**src/rtl/hack_pkg.sv**
```systemverilog
// Shared definitions for the Hack CPU address-generation blocks.
//   WORD_W        : datapath word width (fixed at 16 for the Hack ISA)
//   LEN_W         : width of a burst-length field
//   sched_state_t : incrementor scheduler state
package hack_pkg;

  localparam int unsigned WORD_W = 16;
  localparam int unsigned LEN_W  = 4;

  typedef enum logic [0:0] {
    IDLE  = 1'b0,
    BURST = 1'b1
  } sched_state_t;

endpackage

```
**src/rtl/inc16.sv**
```systemverilog
// Arithmetic library: WORD_W-bit incrementor.
// Ports:
//   a_i     : operand
//   sum_o   : a_i + 1, modulo 2^WORD_W
//   carry_o : the increment wrapped from all-ones to zero
module inc16
  import hack_pkg::*;
(
  input  logic [WORD_W-1:0] a_i,
  output logic [WORD_W-1:0] sum_o,
  output logic              carry_o
);

  logic [WORD_W:0] full;

  assign full    = {1'b0, a_i} + {{WORD_W{1'b0}}, 1'b1};
  assign sum_o   = full[WORD_W-1:0];
  assign carry_o = full[WORD_W];

endmodule

```
**src/rtl/rr_arbiter.sv**
```systemverilog
// Combinational round-robin arbiter.
// Ports:
//   req_i   : request vector
//   ptr_i   : highest-priority index; the search wraps modulo NUM_REQ
//   en_i    : grant enable (the index search itself is not gated)
//   gnt_o   : one-hot grant, all zero when disabled or nothing requested
//   idx_o   : encoded index of the winner (0 when none)
//   found_o : at least one request is pending
module rr_arbiter
  import hack_pkg::*;
#(
  parameter  int unsigned NUM_REQ = 3,
  localparam int unsigned IDX_W   = (NUM_REQ > 1) ? $clog2(NUM_REQ) : 1
) (
  input  logic [NUM_REQ-1:0] req_i,
  input  logic [IDX_W-1:0]   ptr_i,
  input  logic               en_i,
  output logic [NUM_REQ-1:0] gnt_o,
  output logic [IDX_W-1:0]   idx_o,
  output logic               found_o
);

  logic [IDX_W:0]   sum;
  logic [IDX_W-1:0] cand;
  logic             found;

  always_comb begin
    found = 1'b0;
    idx_o = '0;
    sum   = '0;
    cand  = '0;
    for (int unsigned off = 0; off < NUM_REQ; off++) begin
      // ptr_i < NUM_REQ and off < NUM_REQ, so one subtraction does the modulo.
      sum = {1'b0, ptr_i} + (IDX_W + 1)'(off);
      if (sum >= (IDX_W + 1)'(NUM_REQ)) begin
        sum = sum - (IDX_W + 1)'(NUM_REQ);
      end
      cand = sum[IDX_W-1:0];
      if (!found && req_i[cand]) begin
        found = 1'b1;
        idx_o = cand;
      end
    end
  end

  assign found_o = found;
  assign gnt_o   = (found && en_i) ? (NUM_REQ'(1) << idx_o) : '0;

endmodule

```
**src/rtl/inc16_sched.sv**
```systemverilog
// Time-shares one 16-bit incrementor among NUM_REQ requesters. Each grant is a
// burst of 1..15 increments from a supplied base, one result per cycle.
// Round-robin arbitration happens only between bursts; the next burst may be
// granted on the last word of the current one so bursts run back-to-back.
// Ports:
//   clk, rst_n : clock, asynchronous active-low reset
//   req_valid  : per-requester request
//   req_ready  : one-hot grant (combinational)
//   req_data   : packed base values, requester i at [i*WIDTH +: WIDTH]
//   req_len    : packed burst lengths, requester i at [i*LEN_W +: LEN_W]; 0 means 1
//   rsp_valid  : result word valid
//   rsp_id     : owning requester
//   rsp_data   : incremented value
//   rsp_carry  : this increment wrapped 0xFFFF -> 0x0000
//   rsp_last   : final word of the burst
//   busy       : a burst is in progress
module inc16_sched #(
  parameter  int unsigned NUM_REQ = 3,
  parameter  int unsigned WIDTH   = 16,
  parameter  int unsigned LEN_W   = 4,
  localparam int unsigned ID_W    = (NUM_REQ > 1) ? $clog2(NUM_REQ) : 1
) (
  input  logic                     clk,
  input  logic                     rst_n,
  input  logic [NUM_REQ-1:0]       req_valid,
  output logic [NUM_REQ-1:0]       req_ready,
  input  logic [NUM_REQ*WIDTH-1:0] req_data,
  input  logic [NUM_REQ*LEN_W-1:0] req_len,
  output logic                     rsp_valid,
  output logic [ID_W-1:0]          rsp_id,
  output logic [WIDTH-1:0]         rsp_data,
  output logic                     rsp_carry,
  output logic                     rsp_last,
  output logic                     busy
);

  import hack_pkg::*;

  sched_state_t     state_q, state_d;
  logic [ID_W-1:0]  rr_ptr_q, rr_ptr_d;
  logic [ID_W-1:0]  owner_q, owner_d;
  logic [WIDTH-1:0] base_q, base_d;
  logic [LEN_W-1:0] remaining_q, remaining_d;

  logic               can_accept;
  logic               last_word;
  logic [NUM_REQ-1:0] gnt;
  logic [ID_W-1:0]    gnt_idx;
  logic               gnt_found;
  logic               hs;
  logic [WIDTH-1:0]   sel_data;
  logic [LEN_W-1:0]   sel_len;
  logic [WIDTH-1:0]   inc_sum;
  logic               inc_carry;

  assign last_word  = (state_q == BURST) && (remaining_q == LEN_W'(1));
  assign can_accept = (state_q == IDLE) || last_word;

  rr_arbiter #(
    .NUM_REQ (NUM_REQ)
  ) u_arb (
    .req_i   (req_valid),
    .ptr_i   (rr_ptr_q),
    .en_i    (can_accept),
    .gnt_o   (gnt),
    .idx_o   (gnt_idx),
    .found_o (gnt_found)
  );

  assign req_ready = gnt;
  assign hs        = gnt_found && can_accept;
  assign sel_data  = req_data[int'(gnt_idx)*WIDTH +: WIDTH];
  assign sel_len   = req_len[int'(gnt_idx)*LEN_W +: LEN_W];

  // The only adder: feeds both the response and the base update.
  inc16 u_inc (
    .a_i     (base_q),
    .sum_o   (inc_sum),
    .carry_o (inc_carry)
  );

  always_comb begin
    state_d     = state_q;
    rr_ptr_d    = rr_ptr_q;
    owner_d     = owner_q;
    base_d      = base_q;
    remaining_d = remaining_q;

    if (state_q == BURST) begin
      base_d      = inc_sum;
      remaining_d = remaining_q - LEN_W'(1);
      if (last_word) begin
        state_d = IDLE;
      end
    end

    // A handshake overrides the burst-end transition, giving no bubble.
    if (hs) begin
      state_d     = BURST;
      base_d      = sel_data;
      remaining_d = (sel_len == '0) ? LEN_W'(1) : sel_len;
      owner_d     = gnt_idx;
      rr_ptr_d    = (gnt_idx == ID_W'(NUM_REQ - 1)) ? '0 : gnt_idx + ID_W'(1);
    end
  end

  always_ff @(posedge clk or negedge rst_n) begin
    if (!rst_n) begin
      state_q     <= IDLE;
      rr_ptr_q    <= '0;
      owner_q     <= '0;
      base_q      <= '0;
      remaining_q <= '0;
    end else begin
      state_q     <= state_d;
      rr_ptr_q    <= rr_ptr_d;
      owner_q     <= owner_d;
      base_q      <= base_d;
      remaining_q <= remaining_d;
    end
  end

  // Outputs are gated to zero outside a burst so stale base/owner never leak.
  always_comb begin
    busy      = (state_q == BURST);
    rsp_valid = busy;
    rsp_data  = busy ? inc_sum : '0;
    rsp_carry = busy && inc_carry;
    rsp_id    = busy ? owner_q : '0;
    rsp_last  = last_word;
  end

endmodule

```
**config.mk**
```make
export PLATFORM = sky130hd
export DESIGN_NAME = inc16_sched
export DESIGN_NICKNAME = d
export VERILOG_FILES = /design/src/rtl/hack_pkg.sv /design/src/rtl/inc16.sv /design/src/rtl/rr_arbiter.sv /design/src/rtl/inc16_sched.sv
export SDC_FILE = /design/constraint.sdc
export NUM_CORES = 1
export LEC_CHECK = 0
export CORE_ASPECT_RATIO = 0.6
export CORE_UTILIZATION = 31
export DETAILED_ROUTE_END_ITERATION = 7
export PLACE_DENSITY = 0.71
export SLEW_MARGIN = 20
export SYNTH_ARGS = -nofsm -noshare
export SYNTH_HDL_FRONTEND = slang
export SYNTH_SLANG_ARGS = --single-unit
```
**constraint.sdc**
```tcl
create_clock -name clk -period 3.5 [get_ports clk]
set_clock_uncertainty 0.15 [all_clocks]
set_input_delay 0.7 -clock clk [delete_from_list [all_inputs] [get_ports clk]]
set_output_delay 0.7 -clock clk [all_outputs]
set_load 0.01 [all_outputs]
```
# Yosys cells after proc, flatten, opt, wreduce, memory -nomap -nowiden
# Cells that the tools add are included.
[op_classes] addsub=8 n_lt_le_gt_ge=6 n_eq_ne=2 shift=3 muxes=27 bitwise_logic=1 n_reduce_logical=10
[op_table] cell="16-bit 2-to-1 mux" n=3
[op_table] cell="48-bit by 7-bit indexed part select with 16-bit output" n=1
[op_table] cell="16-bit by 1-bit adder with 17-bit output (second input constant)" n=1
[op_table] cell="2-bit 2-to-1 mux" n=8
[op_table] cell="4-bit 2-to-1 mux" n=3
[op_table] cell="12-bit by 5-bit indexed part select with 4-bit output" n=1
[op_table] cell="2-bit by 3-bit < comparator with 1-bit output (second input constant)" n=3
[op_table] cell="1-bit 2-to-1 mux" n=9
[op_table] cell="1-bit binary-select mux with 2-bit select" n=3
[op_table] cell="3-bit by 2-bit greater-or-equal comparator with 1-bit output (second input constant)" n=2
[op_table] cell="2-bit subtractor (second input constant)" n=3
[op_table] cell="1-bit logical AND" n=5
[op_table] cell="4-bit by 1-bit == test with 1-bit output (second input constant)" n=1
[op_table] cell="4-bit zero test" n=1
[op_table] cell="4-bit by 1-bit subtractor with 4-bit output (second input constant)" n=1
[op_table] cell="2-bit by 1-bit adder with 3-bit output (second input constant)" n=1
[op_table] cell="2-bit by 2-bit adder with 3-bit output (second input constant)" n=1
[op_table] cell="3-bit 2-to-1 mux" n=1
[op_table] cell="1-bit by 2-bit left shift with 3-bit output (first input constant)" n=1
[op_table] cell="2-bit by 1-bit adder with 2-bit output (second input constant)" n=1
[op_table] cell="2-bit == test (second input constant)" n=1
[op_table] cell="2-bit greater-or-equal comparator (second input constant)" n=1
[op_table] cell="1-bit zero test" n=2
[op_table] cell="2-bit nonzero test" n=1
[op_table] cell="other kinds (2)" n=2
[word_totals] reg_bits=25 in_bits=65 wordCells=62

# Logic depth before layout (Yosys ltp)
# Gate-level depths: netlist (run 1).
[depth] word_depth=15 ltp_mapped=11

# Cells and area by module
# A second synthesis (run 1) with hierarchy kept.
[hier_totals] cells_unflattened=270 area_unflattened_um2=2324.7
[modules_own_cells] mod="inc16_sched" instances=1 cells_per_inst=187 area_each_um2=1670.4 seq_area_each_um2=625.6
[modules_own_cells] mod="rr_arbiter" instances=1 cells_per_inst=39 area_each_um2=331.6 seq_area_each_um2=0.0
[modules_own_cells] mod="inc16" instances=1 cells_per_inst=44 area_each_um2=322.8 seq_area_each_um2=0.0

# Worst setup path after synthesis (run 1)
# Ideal clock, no wire load.
[synth_path] path_kind="input -> output" from="input req_valid[2]" to="output req_ready[2]" arrival_time_ps=2210 required_ps=2650 slack_ps=440 cell_stages=7 path_cell_list="buf_2 -> mux2_2 -> mux2i_1 -> a41o_1 -> nand2_2 -> buf_2 -> nor2_1"
[synth_between] elab_chain_len=11 elab_cells_between_ends=19 classes_between="shift (1); mux (13); reduce/logical (5)"
[synth_rtl] element="start: declaration" line="inc16_sched.sv:25" text="input logic [NUM_REQ-1:0] req_valid,"
[synth_rtl] element="1-bit binary-select mux with 2-bit select" line="rr_arbiter.sv:39" text="if (!found && req_i[cand]) begin"
[synth_rtl] element="1-bit 2-to-1 mux (implied by the code)" line="rr_arbiter.sv:39"
[synth_rtl] element="1-bit 2-to-1 mux" line="rr_arbiter.sv:39"
[synth_rtl] element="1-bit zero test" line="rr_arbiter.sv:39"
[synth_rtl] element="1-bit logical AND" line="rr_arbiter.sv:39"
[synth_rtl] element="1-bit 2-to-1 mux" line="rr_arbiter.sv:39"
[synth_rtl] element="1-bit zero test" line="rr_arbiter.sv:39"
[synth_rtl] element="1-bit logical AND" line="rr_arbiter.sv:39"
[synth_rtl] element="2-bit 2-to-1 mux / 1-bit 2-to-1 mux (equally long branches)" line="rr_arbiter.sv:39"
[synth_rtl] element="1-bit by 2-bit left shift with 3-bit output / 1-bit logical AND (equally long branches)" line="rr_arbiter.sv:47" text="assign gnt_o = (found && en_i) ? (NUM_REQ'(1) << idx_o) : '0;"
[synth_rtl] element="3-bit 2-to-1 mux (*)" line="rr_arbiter.sv:47"
[synth_rtl] element="end: declaration" line="inc16_sched.sv:26" text="output logic [NUM_REQ-1:0] req_ready,"
# Mark *: on every way between the ends. The rest lies on a longest branch, timed or not. The select of a mux whose other input is x is not followed.

# Final worst setup path (run 1)
[layout_path] from="input req_valid[2]" to="output req_ready[1]"
# Same word-level chain as after synthesis.

==> results of run 1 <==
-- flip-flops by register name, indices dropped and copies added, names as in the netlist --
name	flops
base_q	16
busy	1
owner_q	2
remaining_q	4
rr_ptr_q	2
-- cells by family (layout without fill, tap and decap cells) --
kind of cell | count (synthesis) | in the layout | synth area share
compound gates | 73 | 73 | 0.228
fa+ha+maj | 7 | 7 | 0.0367
flops | 25 | 25 | 0.262
mux | 27 | 27 | 0.123
xor+xnor | 13 | 13 | 0.0478
simple gates | 110 | 110 | 0.245
buf+inv | 29 | 130 | 0.0567
-- routing by layer --
metal	GRT usage	up-vias
li1	-	1263
met1	0.296	1279
met2	0.333	158
met3	0.0486	10
met4	0.0361	0
met5	0	-
-- how the worst max path moves through the flow --
stage	slack (ps)	end	cells after the start
4_1_cts	50	req_ready[1]	6
2_1_floorplan	440	req_ready[2]	7
5_1_grt	4	req_ready[1]	7
3_3_place_gp	-240	req_ready[1]	7
3_5_place_dp	-310	req_ready[1]	7
6_report	4	req_ready[1]	8
-- cell usage in the layout, fill, tap and decap left out, types with 6 or more instances in the layout --
cell	Yosys	final
clkdlybuf4s50_1	0	85
buf_4	1	27
dfrtp_1	25	25
nor2_1	26	24
nand2_1	18	18
o211ai_1	16	16
nand3_1	14	14
mux2i_1	14	12
and2_1	10	10
xor2_1	10	10
o21ai_0	10	10
a21oi_1	10	10
mux2_2	11	10
and3_1	9	9
inv_1	9	8
nand4_1	6	6
-- area by class of cell --
class / instances / area, um^2
repair buffers: 117 / 1110
flip-flops and latches: 25 / 626
inverters: 9 / 33.8
multi-input cells: 230 / 1680
clock inverters: 1 / 5.00
clock buffers: 3 / 75.1
fillers: 724 / 3700
well taps: 104 / 130
-- synth_stat cells (all sizes together), types with 2 or more instances --
| cell type | number |
|---|---|
| inv | 9 |
| a211oi | 3 |
| nor3b | 2 |
| buf | 10 |
| clkbuf | 10 |
| nand3 | 14 |
| o22ai | 3 |
| mux2 | 12 |
| a32o | 3 |
| nor3 | 5 |
| a31o | 5 |
| a21o | 3 |
| a21oi | 10 |
| dfrtp | 25 |
| o211ai | 16 |
| mux2i | 15 |
| nor2b | 2 |
| and2 | 10 |
| xor2 | 10 |
| nand3b | 3 |
| nor4 | 3 |
| ha | 7 |
| and4 | 2 |
| and3 | 9 |
| nand4b | 3 |
| xnor2 | 3 |
| nand4 | 6 |
| o22a | 2 |
| or4 | 2 |
| o21ai | 10 |
| nand2b | 2 |
| nand2 | 19 |
| a22oi | 4 |
| nor2 | 26 |
| a31oi | 4 |
-- repair_timing --
item                       CTS  global route
setup endpoints to repair    3             3
hold endpoints to repair     0             0
gates resized for setup     15             3
pin swaps                    1             1
-- power by group --
part,internal (mW),switching (mW)
Combinational,1.22,1.23
Sequential,0.435,0.162
Clock,0.154,0.108
-- through the flow --
step	std cells	total power [mW]	worst slack (ps)	TNS, ps
after floorplan	284	2.02	440	0
after CTS	489	3.29	51.7	0
after global routing	489	3.53	3.80	0
after detailed placement	485	2.95	-308	-1030
final	489	3.30	4.13	0
after global placement	485	2.88	-236	-556
==> metrics.md, run 1 <==
| Metric | Value |
|---|---|
| Top cell type's share of synthesized area | `0.262` |
| Worst r2r src | `rr_ptr_q[1]$_DFFE_PN0P_` |
| DR DRC count | `0` |
| ANT cells | `0` |
| Avg Inst Size Synth | `8.39 um^2` |
| WL/cell | `17.0 um` |
| RSZ-0062 raised after global routing | `no` |
| Cell Rows | `24` |
| TritonCTS clock tree | `done` |
| Final GP Congestion | `~0.86` |
| DR vias | `between 2000 and 3000` |
| Syn-to-layout area delta | `53.3%` |
| Slew Limit Fails | `0` |
| Max Buffers Root-to-Sink | `2` |
| Initial Util | `0.324` |
| Chip width | `around 120 um` |
| I/O Pins | `90` |
| Die ar. | `8050 um^2` |
| Setup violators final | `0` |
| Finished Core Util | `0.497` |
| Vias in the first global route | `2717` |
| Nets | `approximately 460` |
| Worst-path clk slew | `70 ps` |
| Wire length on met3 | `770 um` |
| Number of synthesized flops with an enable pin | `0` |
| Syn_nets | `356` |
| Worst-margin pin slew | `375 ps` |
| # hold bufs at CTS | `0` |
| DR pass1 iterations | `5` |
| CP max stage cell | `clkdlybuf4s50_1` |
| Fin. Hold Viols | `0` |
| GRT overflow | `0` |
| Hold path cells | `1` |
| Clock sinks | `25` |
| Peak VDD IR | `approximately 0.00043 V` |
| Worst Hold Class | `reg2reg` |
| WP buf/inv | `3` |
| Max-cap viol count | `0` |
| Startpoint Class | `input port` |
| Final min period | `3500 ps` |
| Main synth FF type | `dfrtp_1` |
| Total CTS buffers | `3` |
| Share of cells above drive strength 1 | `0.161` |
| PD cells | `905 nW/um^2` |
| H-tree lvl count | `1` |
| Top routing layer used | `met4` |
| Final Cell Area | `3650 um^2` |
| Pleak | `around 1.5 nW` |
| FMAX | `about 290 MHz` |
| Post-CTS Setup Bufs | `0` |
| Netlist cell types | `56` |
| Post-DP HPWL | `6340 um` |
| Initial antenna violation count | `0` |
| Largest net degree at the start of global routing | `28` |
| Critical Path AT | `2650 ps` |
| CP top delay family | `buffers and inverters` |
| Critical path required time | `around 2700 ps` |
| Initial DRC Count | `around 140` |
| Hold Slack | `327 ps` |
| Met2 wire length | `between 3000 and 4000 um` |
| Rel. slew slack | `0.743` |
| CORE AREA | `7360 um^2` |
| Synthesis warning total | `0` |
| Clock insertion delay at the later pin of the skew report | `260 ps` |
| Worst-path maximum fanout | `6` |
| Tcrit/Tclk final | `0.999` |
| Status | `finished clean` |
| First-pass GRT wire length | `13400 um` |
| Final ANT Viol Nets | `0` |
| Register area share after synthesis | `0.262` |
| Crit Path Category | `in2out` |
| Post-synth ARST share | `1.00` |
| Tot GR Track Use | `0.211` |
| Post-DR vias/cell | `5.54` |
| Hold Crit Endpoint | `owner_q[0]$_DFFE_PN0P_` |
| CP startpoint | `req_valid[2]` |
| CP Capture Type | `output pin` |
| Area contributors post-synth | `dfrtp_1 26%, mux2i_1 5.9%, mux2_2 5.2%` |
| #FFs+latches synth | `25` |
| R2R setup slack | `330 ps` |
| M1 wire length | `3790 um` |
| Total Wirelength | `8290 um` |
| Reg2reg end | `remaining_q[0]$_DFFE_PN0P_` |
| Worst path max stage delay | `between 500 and 600 ps` |
| Crit path cell chain | `clkdlybuf4s50_1 -> buf_4 -> nand2_1 -> o22a_1 -> nor4_2 -> nor3_1 -> and3_1 -> dlygate4sd2_1` |
| Synthesized cell area | `approximately 2400 um^2` |
| DP Area | `3530 um^2` |
| Hold path startpoint | `owner_q[0]$_DFFE_PN0P_` |
| Buffers on Ports | `between 80 and 90` |
| Reg2reg path depth | `10` |
| CTS root buf | `clkbuf_16` |
| Die height | `69.9 um` |
| Post-Syn Instances | `284` |
| Cell taking the most area after synthesis | `dfrtp_1` |
(Power assumes the default switching activity.)
==> run 2: changes to the inputs <==
--- a/config.mk
+++ b/config.mk
@@ -7,8 +7,11 @@
 export LEC_CHECK = 0
 export CORE_ASPECT_RATIO = 0.6
 export CORE_UTILIZATION = 31
+export CTS_CLUSTER_DIAMETER = 60
 export DETAILED_ROUTE_END_ITERATION = 7
-export PLACE_DENSITY = 0.71
+export DONT_BUFFER_PORTS = 1
+export HOLD_SLACK_MARGIN = 0.15
+export PLACE_DENSITY = 0.56
 export SLEW_MARGIN = 20
 export SYNTH_ARGS = -nofsm -noshare
 export SYNTH_HDL_FRONTEND = slang
==> metrics.md, run 2 (synthesis gave the netlist of run 1 again) <==
| Metric | Value |
|---|---|
| Worst-path clk slew | `70 ps (about the same)` |
| RSZ-0062 raised after global routing | `no (unchanged)` |
| Total CTS buffers | `3 (unchanged)` |
| Critical Path AT | `2490 ps (was 2650 ps)` |
| Pre-CTS setup slack | `280 ps (was -308 ps)` |
| Final ANT Viol Nets | `0 (unchanged)` |
| Chip width | `115 um (unchanged)` |
| Post-DP HPWL | `5960 um (was 6340 um)` |
| Final Cell Area | `2690 um^2 (was 3650 um^2)` |
| Critical path required time | `2650 ps (about the same)` |
| Finished Core Util | `0.365 (was 0.497)` |
| NetSw | `1.39 mW (was 1.49 mW)` |
| Most frequent cells in the layout | `25 x nor2_1, 25 x dfrtp_1, 18 x nand2_1 (was 85 x clkdlybuf4s50_1, 27 x buf_4, 25 x dfrtp_1)` |
| Tcrit/Tclk final | `0.953 (was 0.999)` |
| Initial Util | `0.324 (unchanged)` |
| Max-cap viol count | `0 (unchanged)` |
| FMAX | `300 MHz (was 286 MHz)` |
| Int Power | `1.46 mW (was 1.81 mW)` |
| Syn-to-layout area delta | `12.8% (was 53.3%)` |
| Reg2reg path depth | `10 (unchanged)` |
| Max Buffers Root-to-Sink | `2 (unchanged)` |
| PD cells | `1060 nW/um^2 (was 905 nW/um^2)` |
| Largest Register | `base_q (unchanged)` |
| Clock share of power | `0.093 (was 0.079)` |
| DR DRC count | `0 (unchanged)` |
| DR pass1 iterations | `4 (was 5)` |
| Setup violators final | `0 (unchanged)` |
| Crit path cell chain | `inv_1 -> ha_2 -> mux2_2 -> mux2i_2 -> a221oi_1 -> nor3_1 -> and3_1 (was clkdlybuf4s50_1 -> buf_4 -> nand2_1 -> o22a_1 -> nor4_2 -> nor3_1 -> and3_1 -> dlygate4sd2_1)` |
| CORE AREA | `7360 um^2 (unchanged)` |
| Peak VDD IR | `0.000356 V (was 0.000426 V)` |
| Crit Path Category | `reg2out (was in2out)` |
| Clock sinks | `25 (unchanged)` |
| Total placed cells including tap cells | `383 (was 485)` |
| Nets | `361 (was 458)` |
| Die ar. | `8050 um^2 (unchanged)` |
| Initial DRC Count | `99 (was 141)` |
| CP max stage cell | `dfrtp_1 (was clkdlybuf4s50_1)` |
| Pleak | `1.08 nW (was 1.49 nW)` |
| GRT overflow | `0 (unchanged)` |
| CTS root buf | `clkbuf_16 (unchanged)` |
| Worst-margin pin slew | `749 ps (was 375 ps)` |
| DP Area | `2530 um^2 (was 3530 um^2)` |
| Top flop regs | `base_q x16, remaining_q x4 (unchanged)` |
| Layout Cells excl Fill | `392 (was 489)` |
| Total Wirelength | `7610 um (was 8290 um)` |
| Logic pwr share | `0.702 (was 0.740)` |
| Rel. slew slack | `0.500 (was 0.743)` |
| Largest register FFs | `16 (unchanged)` |
| Total power | `2.86 mW (was 3.30 mW)` |
| Post-DR vias/cell | `5.67 (was 5.54)` |
| Die height | `69.9 um (unchanged)` |
| Switch share | `0.488 (was 0.452)` |
| Flop pwr share | `0.206 (was 0.181)` |
| Fin. Hold Viols | `0 (unchanged)` |
| I/O Pins | `90 (unchanged)` |
| Worst Hold Class | `reg2reg (unchanged)` |
| Setup ws final | `165 ps (was 4.13 ps)` |
| Final GP Congestion | `0.846 (was 0.860)` |
| Tot GR Track Use | `0.197 (was 0.211)` |
| Setup TNS | `0 ps (unchanged)` |
| Share of cells above drive strength 1 | `0.156 (was 0.161)` |
| CP Capture Type | `output pin (unchanged)` |
| Initial antenna violation count | `0 (unchanged)` |
| H-tree lvl count | `1 (unchanged)` |
| Cell Rows | `24 (unchanged)` |
| TritonCTS clock tree | `done (unchanged)` |
| Buffers on Ports | `0 (was 89)` |
| Startpoint Class | `flop (was input port)` |
| Clock insertion delay at the later pin of the skew report | `260 ps (about the same)` |
| Largest net degree at the start of global routing | `26 (was 28)` |
| WL/cell | `19.4 um (was 17.0 um)` |
| Hold Slack | `321 ps (was 327 ps)` |
| Slew Limit Fails | `0 (unchanged)` |
| DR vias | `2222 (was 2710)` |
| Worst path max stage delay | `400 ps (was 550 ps)` |
| Final min period | `3340 ps (was 3500 ps)` |
| First-pass GRT wire length | `12100 um (was 13400 um)` |
| Vias in the first global route | `2186 (was 2717)` |
| ANT cells | `0 (unchanged)` |
| Worst-path maximum fanout | `6 (unchanged)` |
| Hold path cells | `1 (unchanged)` |
| Status | `finished clean (unchanged)` |
run 2: cell types whose count changed in the layout (fill, tap and decap cells not counted), sizes merged:
cell / delta
dlygate4sd2: -4
buf: -9
dlygate4sd3: +1
clkdlybuf4s50: -85
run 2: power by group through the flow:
stage	sequential (mW)	clock, mW	combinational [mW]
after floorplan	0.552	0	1.47
after global placement	0.584	0	1.87
after detailed placement	0.591	0	1.90
after CTS	0.586	0.277	1.92
after global routing	0.608	0.288	2.20
final	0.588	0.265	2.00
run 2: routing by layer:
layer / wire length [um] / part of all wire / vias to the layer above / track usage
li1: - / - / 1070 / -
met1: 3930 / 0.52 / 1070 / 0.304
met2: 3120 / 0.41 / 80 / 0.284
met3: 558 / 0.073 / 2 / 0.0460
met4: 7 / 0.00092 / 0 / 0.0173
met5: 0 / 0 / - / 0
run 2: repair_timing:
item,CTS,global route
buffers inserted,0,3
setup endpoints to repair,0,3
resized for setup,0,3
hold buffers,2,0
endpoints found under the hold margin,25,0
run 2: final timing paths:
path / startpoint / endpoint / slack [ps]
min reg2reg: owner_q[1]$_DFFE_PN0P_ / owner_q[1]$_DFFE_PN0P_ / 320
min in group asynchronous: rst_n / remaining_q[3]$_DFFE_PN0P_ / 720
max in group asynchronous: rst_n / rr_ptr_q[1]$_DFFE_PN0P_ / 2310
max: rr_ptr_q[1]$_DFFE_PN0P_ / req_ready[1] / 160
max reg2reg: rr_ptr_q[1]$_DFFE_PN0P_ / remaining_q[0]$_DFFE_PN0P_ / 460
min: owner_q[1]$_DFFE_PN0P_ / owner_q[1]$_DFFE_PN0P_ / 320
run 2: worst max-delay path: cells and delay by family, from the launching register on:
kind	cells	cell delay, ps
multiplexers	2	660
AND/OR/NAND/NOR	2	640
flip-flops	1	400
adder cells (fa/ha/maj)	1	290
AO/OA/AOI/OAI	1	130
buffers and inverters	1	100
run 2: cell type report:
cell class                 instances  area (um^2)
fill                             771         4670
sequential                        25          626
multi-input combinational        230         1640
clock inverter                     1         5.00
tap                              104          130
timing repair buffer              20          178
clock buffer                       3         75.1
inverter                           9         33.8
==> run 3: changes to the inputs <==
--- a/config.mk
+++ b/config.mk
@@ -7,12 +7,12 @@
 export LEC_CHECK = 0
 export CORE_ASPECT_RATIO = 0.6
 export CORE_UTILIZATION = 31
+export CTS_BUF_LIST = sky130_fd_sc_hd__clkbuf_8
 export CTS_CLUSTER_DIAMETER = 60
 export DETAILED_ROUTE_END_ITERATION = 7
 export DONT_BUFFER_PORTS = 1
 export HOLD_SLACK_MARGIN = 0.15
 export PLACE_DENSITY = 0.56
-export SLEW_MARGIN = 20
 export SYNTH_ARGS = -nofsm -noshare
 export SYNTH_HDL_FRONTEND = slang
 export SYNTH_SLANG_ARGS = --single-unit
==> metrics.md, run 3 (synthesis gave the netlist of run 1 again) <==
| Metric | Value |
|---|---|
| Register area | `626 um^2 (unchanged)` |
| Reg2reg end | `remaining_q[0]$_DFFE_PN0P_ (unchanged)` |
| Die ar. | `8050 um^2 (unchanged)` |
| Worst-path clk slew | `100 ps (was 70 ps)` |
| WL/cell | `19.4 um (about the same)` |
| Final min period | `3320 ps (was 3340 ps)` |
| Setup TNS | `0 ps (unchanged)` |
| Rel. slew slack | `0.507 (was 0.500)` |
| Reg2reg path depth | `10 (unchanged)` |
| Chip width | `115 um (unchanged)` |
| Final GP Congestion | `0.846 (unchanged)` |
| First-pass GRT wire length | `12000 um (was 12100 um)` |
| Hold Crit Endpoint | `owner_q[1]$_DFFE_PN0P_ (unchanged)` |
| Top flop regs | `base_q x16, remaining_q x4 (unchanged)` |
| Worst-margin pin slew | `738 ps (was 749 ps)` |
| Buffers on Ports | `0 (unchanged)` |
| Cell Rows | `24 (unchanged)` |
| Critical path required time | `2650 ps (about the same)` |
| Initial DRC Count | `122 (was 99)` |
| Peak VDD IR | `0.000319 V (was 0.000356 V)` |
| DR pass1 iterations | `4 (unchanged)` |
| ANT cells | `0 (unchanged)` |
| Largest register FFs | `16 (unchanged)` |
| Critical Path AT | `2470 ps (was 2490 ps)` |
| DR DRC count | `0 (unchanged)` |
| Nets | `361 (unchanged)` |
| Total CTS buffers | `3 (unchanged)` |
| Multi-input gate area | `1650 um^2 (was 1640 um^2)` |
| Total power | `2.75 mW (was 2.86 mW)` |
| Vias in the first global route | `2183 (was 2186)` |
| Worst-path maximum fanout | `7 (was 6)` |
| Post-DP HPWL | `5960 um (unchanged)` |
| Initial Util | `0.324 (unchanged)` |
| Largest net degree at the start of global routing | `26 (unchanged)` |
| Crit Path Category | `reg2out (unchanged)` |
| Final ANT Viol Nets | `0 (unchanged)` |
| Worst r2r src | `rr_ptr_q[1]$_DFFE_PN0P_ (unchanged)` |
| Clock insertion delay at the later pin of the skew report | `280 ps (was 260 ps)` |
| FMAX | `301 MHz (was 300 MHz)` |
| Finished Core Util | `0.360 (was 0.365)` |
| Most frequent cells in the layout | `25 x nor2_1, 25 x dfrtp_1, 18 x nand2_1, 18 x buf_4, 16 x o211ai_1 (was 25 x nor2_1, 25 x dfrtp_1, 18 x nand2_1)` |
| CORE AREA | `7360 um^2 (unchanged)` |
| CTS root buf | `clkbuf_8 (was clkbuf_16)` |
| Die height | `69.9 um (unchanged)` |
| Post-DR vias/cell | `5.65 (was 5.67)` |
| Fillers | `776 (was 771)` |
| Hold path cells | `1 (unchanged)` |
| Setup violators final | `0 (unchanged)` |
| Clock sinks | `25 (unchanged)` |
| H-tree lvl count | `1 (unchanged)` |
| Status | `finished clean (unchanged)` |
| Syn-to-layout area delta | `11.0% (was 12.8%)` |
| Worst Hold Class | `reg2reg (unchanged)` |
| CP max stage cell | `dfrtp_1 (unchanged)` |
| Startpoint Class | `flop (unchanged)` |
| DR vias | `2216 (was 2222)` |
| Tot GR Track Use | `0.196 (was 0.197)` |
| Total Wirelength | `7610 um (about the same)` |
| CP Capture Type | `output pin (unchanged)` |
| Share of cells above drive strength 1 | `0.160 (was 0.156)` |
| Pleak | `1.07 nW (was 1.08 nW)` |
| Fin. Hold Viols | `0 (unchanged)` |
| Max-cap viol count | `0 (unchanged)` |
| Largest Register | `base_q (unchanged)` |
| GRT overflow | `0 (unchanged)` |
| Crit path cell chain | `inv_1 -> ha_2 -> mux2_2 -> mux2i_2 -> a41o_1 -> nand2_2 -> and3_1 (was inv_1 -> ha_2 -> mux2_2 -> mux2i_2 -> a221oi_1 -> nor3_1 -> and3_1)` |
| I/O Pins | `90 (unchanged)` |
| Initial antenna violation count | `0 (unchanged)` |
| R2R setup slack | `430 ps (was 460 ps)` |
| Hold path startpoint | `owner_q[1]$_DFFE_PN0P_ (unchanged)` |
| RSZ-0062 raised after global routing | `no (unchanged)` |
| Worst path max stage delay | `410 ps (was 400 ps)` |
| Max Buffers Root-to-Sink | `2 (unchanged)` |
| PD cells | `1040 nW/um^2 (was 1060 nW/um^2)` |
| Tcrit/Tclk final | `0.949 (was 0.953)` |
| Slew Limit Fails | `0 (unchanged)` |
| TritonCTS clock tree | `done (unchanged)` |
[run 3: cell counts in the layout (fill, tap and decap cells not counted)]
Identical to the previous run, type by type.
[run 3: where the power goes]
part / internal [mW] / switching (mW)
sequential: 0.434 / 0.153
combinational: 0.853 / 1.13
clock: 0.0800 / 0.105
total: 1.37 / 1.38
[run 3: how the worst max path moves through the flow]
stage / start / endpoint / slack (ps) / depth (start not counted)
4_1_cts: rr_ptr_q[1]$_DFFE_PN0P_ / req_ready[0] / 10 / 6
2_1_floorplan: req_valid[2] / req_ready[2] / 440 / 7
6_report: rr_ptr_q[1]$_DFFE_PN0P_ / req_ready[1] / 180 / 7
3_3_place_gp: rr_ptr_q[1]$_DFFE_PN0P_ / base_q[11]$_DFFE_PN0P_ / 410 / 9
5_1_grt: rr_ptr_q[1]$_DFFE_PN0P_ / req_ready[1] / 40 / 7
3_5_place_dp: rr_ptr_q[1]$_DFFE_PN0P_ / base_q[11]$_DFFE_PN0P_ / 280 / 9
[run 3: per-stage QoR]
| step | setup WS, ps | hold WS [ps] | instances | instance area (um^2) |
|---|---|---|---|---|
| global route | 39.8 | 336 | 392 | 2650 |
| finish | 179 | 329 | 392 | 2650 |
| detailed placement | 280 | 255 | 383 | 2530 |
| CTS | 10.2 | 333 | 389 | 2610 |
| global placement | 406 | 255 | 383 | 2530 |
| floorplan | 440 | 254 | 284 | 2380 |
[run 3: timing repair]
item | in CTS | in global routing
setup endpoints to repair | 0 | 3
hold endpoints to repair | 25 | 0
hold buffers | 2 | 0
setup buffers | 0 | 3
resized for setup | 0 | 4
[run 3: area by class of cell]
| class | instances | area share |
|---|---|---|
| Sequential cell | 25 | 0.236 |
| Inverter | 9 | 0.0128 |
| Timing Repair Buffer | 20 | 0.0624 |
| Clock buffer | 3 | 0.0156 |
| Clock inverter | 1 | 0.00189 |
| Tap cell | 104 | 0.0492 |
| Multi-Input combinational cell | 230 | 0.622 |
[run 3: worst max-delay path, delay by kind of cell, from the launching register on]
family / cells / cell delay [ps]
simple gates: 2 / 470
compound gates: 1 / 250
fa+ha+maj: 1 / 290
mux: 2 / 670
buf+inv: 1 / 100
flops: 1 / 410
[run 3: routing by layer]
metal,vias up,global-route usage,share of wire
met3,2,0.0451,0.081
met2,87,0.286,0.41
met1,1060,0.304,0.51
met4,0,0.00866,0.00092
li1,1067,-,-
met5,-,0,0
